[src/rtl/register_file_16x32.sv]
// register_file_16x32
// Sixteen 32-bit general-purpose registers with two combinational read ports
// (A, B) and one clocked write port (C). The write address is decoded to a
// one-hot load vector gated by load_enable; a synchronous active-high reset
// clears every register and wins over a simultaneous write.
module register_file_16x32 (
  output logic [31:0] port_a,
  output logic [31:0] port_b,
  input  logic [3:0]  a_select,
  input  logic [3:0]  b_select,
  input  logic [31:0] port_c,
  input  logic [3:0]  decoder_control,
  input  logic        load_enable,
  input  logic        clk,
  input  logic        reset
);

  localparam int unsigned NUM_REGS = 16;

  logic [31:0]         regs [NUM_REGS];
  logic [NUM_REGS-1:0] load;

  // 4-to-16 destination decoder, gated by the write enable into a one-hot load.
  always_comb begin
    // NOTE: default every combinational output first so no path leaves it
    // unassigned; otherwise synthesis infers a latch.
    load = '0;
    if (load_enable) begin
      load[decoder_control] = 1'b1;
    end
  end

  // Register storage: clear on reset, otherwise load the decoded register.
  always_ff @(posedge clk) begin
    if (reset) begin
      // NOTE: this array is a bank of flops, not a RAM macro, so it can be
      // cleared in one cycle; a true memory would need a sweep instead.
      for (int i = 0; i < NUM_REGS; i++) begin
        // NOTE: state is updated with <= so every read of regs in this edge
        // sees the pre-edge value, which models real flip-flops.
        regs[i] <= '0;
      end
    end else begin
      for (int i = 0; i < NUM_REGS; i++) begin
        if (load[i]) begin
          regs[i] <= port_c;
        end
      end
    end
  end

  // Two independent 16:1 read multiplexers; no bypass from port C.
  always_comb begin
    port_a = regs[a_select];
    port_b = regs[b_select];
  end

endmodule

[config.mk]
export PLATFORM = sky130hd
export DESIGN_NAME = register_file_16x32
export DESIGN_NICKNAME = d
export VERILOG_FILES = /design/src/rtl/register_file_16x32.sv
export SDC_FILE = /design/constraint.sdc
export NUM_CORES = 1
export LEC_CHECK = 0
export ABC_AREA = 1
export ABC_CLOCK_PERIOD_IN_PS = 4000
export BUFFER_PORTS_ARGS = -buffer_cell sky130_fd_sc_hd__buf_2
export CORE_MARGIN = 2
export CORE_UTILIZATION = 35
export DETAILED_ROUTE_END_ITERATION = 6
export GPL_ROUTABILITY_DRIVEN = 1
export PLACE_DENSITY_LB_ADDON = 0.08
export SYNTH_ARGS = -nofsm -noshare
export SYNTH_HDL_FRONTEND = slang
export SYNTH_SLANG_ARGS = --single-unit
[constraint.sdc]
create_clock -name clk -period 4 [get_ports clk]
set_input_delay 0.6 -clock clk [delete_from_list [all_inputs] [get_ports clk]]
set_output_delay 0.6 -clock clk [all_outputs]
set_load 0.01 [all_outputs]
## Word-level counts from Yosys, hierarchy flattened

Memories as Yosys holds them, arrays and structs flattened.
Cells that the tools add are included.

| word-level totals | value |
|---|---|
| flip-flop bits (word level) | 0 |
| memories | 1 |
| bits of input ports | 47 |
| logic and storage cells | 89 |
| bits in writable memories | 512 |
| latch bits | 0 |
| output and inout bits | 64 |
| ROM bits | 0 |

Memories:

| name | words | bits a word | read ports | clocked after Yosys merged registers in | wr ports | RTL line | text |
|---|---|---|---|---|---|---|---|
| regs | 16 | 32 | 2 | 0 | 16 | 20 | `logic [31:0] regs [NUM_REGS];` |

| cells by class | value |
|---|---|
| bitwise gates (word level) | 16 |
| mux-type cells | 69 |
| order comparisons | 2 |
| reduce and logical (&&, ||, !) cells | 1 |
| equality and inequality tests | 0 |
| add/sub/neg operators | 0 |
| multiply operators | 0 |
| shifts and indexed selects | 0 |
| divide/modulo/power cells | 0 |

Operators by type and width:

| kind | number |
|---|---|
| 2-to-1 mux 32 bit | 16 |
| 2-to-1 mux 1 bit | 51 |
| 2-to-1 mux 16 bit | 1 |
| OR 1 bit | 16 |
| less-than comparator 4 x 5 -> 1 bit, second input constant | 1 |
| demux 1 bit (select 4 bit) | 1 |
| greater-or-equal comparator 4 x 1 -> 1 bit, second input constant | 1 |
| logical AND 1 bit | 1 |

## Depth between registers and ports, before layout

| logic depth | value |
|---|---|
| depth after elaboration | 9 |
| mapped depth | 9 |
| gate-level depth less buffers | 6 |

## Least setup slack after synthesis

Ideal clock, no wire load.

| timing path | value |
|---|---|
| path kind | input-to-reg |
| start point | input decoder_control[1] |
| end point | memory regs[10][0] (enable) |
| arrival | 3.085 ns |
| library setup time | 0.466 ns |
| stages | 4 |
| setup slack | 0.449 ns |
| path buffers | 0 |
| path through | inv_1 nor2_1 nand2_1 o21ai_0 |

RTL lines:

| element | RTL line | text |
|---|---|---|
| start, declared | 12 | `input logic [3:0] decoder_control,` |
| end, declared | 20 |  |

## Worst setup path after layout

| timing path | value |
|---|---|
| start point | input a_select[0] |
| end point | output port_a[31] |

| between the ends | value |
|---|---|
| longest elaborated chain between the ends | 1 |

RTL lines:

| element | RTL line | text |
|---|---|---|
| start, declared | 9 | `input logic [3:0] a_select,` |
| memory (16 x 32 bit) | -- |  |
| end, declared | 7 | `output logic [31:0] port_a,` |

No other way between the ends.

==> results.cfg <==
[run_status]
status = complete, no violations

[clock_tree]
cts_hold_buf = 0
h-tree-depth = 3
cts_made_buffers = 66
cts_root_buffer = clkbuf_16
clock_sinks = 512
cts_resized = 0
cts.path.max_buffers = 3
post_cts_buffers = 0
cts_tree = built
cts.reportedPaths.clkPinSlew_ns = 0.05

[power]
clock_power_share_pct = 40.6
combinationalPowerShare_pct = 15.0
switching_power_w = 0.00410
p_leak_nw = 14.9
internal_power_w = 0.0103
seq_power_share_pct = 44.4
p_per_area_nw_per_um2 = 440
sw_frac_of_total_pct = 28.5
ir_drop_mv = 0.304

[grt]
grt_max_degree = 113
antenna_found_initial = 0
gr-total-overflow = 0
grt_pass1_vias = 24554
grtUsageTotal_pct = 27.1
grt_pass1_wl_mm = 170

[floorplan]
die_w_um = 293
dieArea_sq_um = 85900
rows = 106
core_area_sq_um = 83200
dieHeight_um = 293
io_pins = 111
initial_core_util_pct = 35.2

[synthesis]
synthTopCellsByCount = nand2_1 (1112), nand3_1 (898), inv_1 (562)
yosysSeqAreaShare_pct = 52.6
synth.distinct_cells = 15
yosys.area.top_type = edfxtp_1
synthCells = 3739
synthFlopType = edfxtp_1
ys_seq_elements = 512
synth_edf_count = 512
synth_top_area_share_pct = 52.6
syn-num-nets = 3786
yosysWarnings = 0
synth_area_sq_um = 29200
synthTopCellsByArea = edfxtp_1 (53%), nand3_1 (15%), nand2_1 (14%)
synth.most_common_cell = nand2_1
postSynthAreaPerCell_sq_um = 7.82
synth-async-reset-ratio_pct = 0

[final_layout]
num_antenna_cells = 0
area.growth.synth_to_final_pct = 11.8
regMostFlops = regs
num-nets-final = 3794
reg_top3 = regs x512
drive_above_1_share_pct = 8.60
largest_register_ffs = 512
fin_area_sq_um = 32700

[route]
first_pass_iters = 5
totalWireLength_mm = 116
vias = 25466
avgViaCountPerCell = 5.23
drtAntennaViolNets = 0
drc = 0
dr.first_iter.drc_count = 2481
wire_per_inst_um = 23.9

[timing]
final_hold_viol_count = 0
period_share_pct = 74.7
finalSetupTns_ns = 0
min_period_ns = 2.99
worst_pin_slew_ns = 1.14
rsz0062_at_grt = no
clock.fmax_mhz = 335
maxSlewViolCount = 0
setup_viol = 0
slew_headroom_pct = 24.0

[worst_setup_path]
arrival_ns = 2.39
setup.worst_path.class = input port to output pin
cp.required_ns = 3.40
cp-start-kind = input port
critical_path.max_fanout = 78
endpoint_kind = output pin

[min_path]
hold_path.class = input port to register

[place]
port_buffers = 110
post-dp-hpwl_mm = 65.9
gp_congestion = 0.841
place_area_sq_um = 30700

[flow_run]
drv_cap = 0
-- power groups by stage --
stage,Combinational [W],Sequential (W),Clock [W]
floorplan,0.00135,0.00649,0
global placement,0.00215,0.00649,0
detailed placement,0.00214,0.00650,0
CTS,0.00215,0.00639,0.00594
global route,0.00237,0.00642,0.00613
finish,0.00215,0.00639,0.00583
-- per-stage QoR --
step	power, W	utilization (%)	hold slack (ns)	instances	setup slack (ns)
2_1_floorplan	0.00784	-	0.818	3739	0.449
3_3_place_gp	0.00865	36.9	1.03	4759	1.08
3_5_place_dp	0.00864	36.9	1.03	4759	1.06
4_1_cts	0.0145	39.3	0.365	4871	1.07
6_report	0.0144	39.3	0.404	4871	1.01
5_1_grt	0.0149	39.3	0.408	4871	0.914
-- critical path, stage by stage --
cell and delay [ns]:
buf_8 0.17, inv_8 0.48, buf_12 0.31, nand2_1 0.09, nand3_1 0.07, nand3_1 0.09, nand3_1 0.13, nand2_1 0.17
buf_2 0.18
-- metal layers --
metal / track usage (%) / share of wire [%]
met1: 37.8 / 44
met2: 43.2 / 46
met3: 3.49 / 7.0
met4: 9.54 / 3.5
met5: 0 / 0
-- final cells by class --
cell class / count / area [sq um]
flip-flops and latches: 512 / 15400
well taps: 1080 / 1350
repair buffers: 198 / 1540
inverters: 587 / 2230
clock inverters: 32 / 313
clock buffers: 80 / 1730
multi-input cells: 2382 / 10200
fillers: 8564 / 50500
-- worst paths after layout --
check,from,end,depth (start not counted)
worst min-delay path,port_c[22],regs[14][22]$_DFFE_PP_,3
worst max-delay path,a_select[0],port_a[31],9
-- logic make-up after synthesis --
kind of cell | share of synthesized area (%)
simple gates | 34.3
buf+inv | 13.0
flops | 52.6
compound gates | 0.103
-- cell usage in the layout (no fill, tap or decap), drive strengths merged --
cell type	synthesis	final
clkinv	3	29
buf	224	198
bufinv	0	5
nand2	1112	1112
clkbuf	34	80
inv	584	584
o21ai	6	6
nand3	898	898
nor2	366	366
clkinvlp	0	1
edfxtp	512	512
Note: power is estimated with default switching activity, not from simulation.
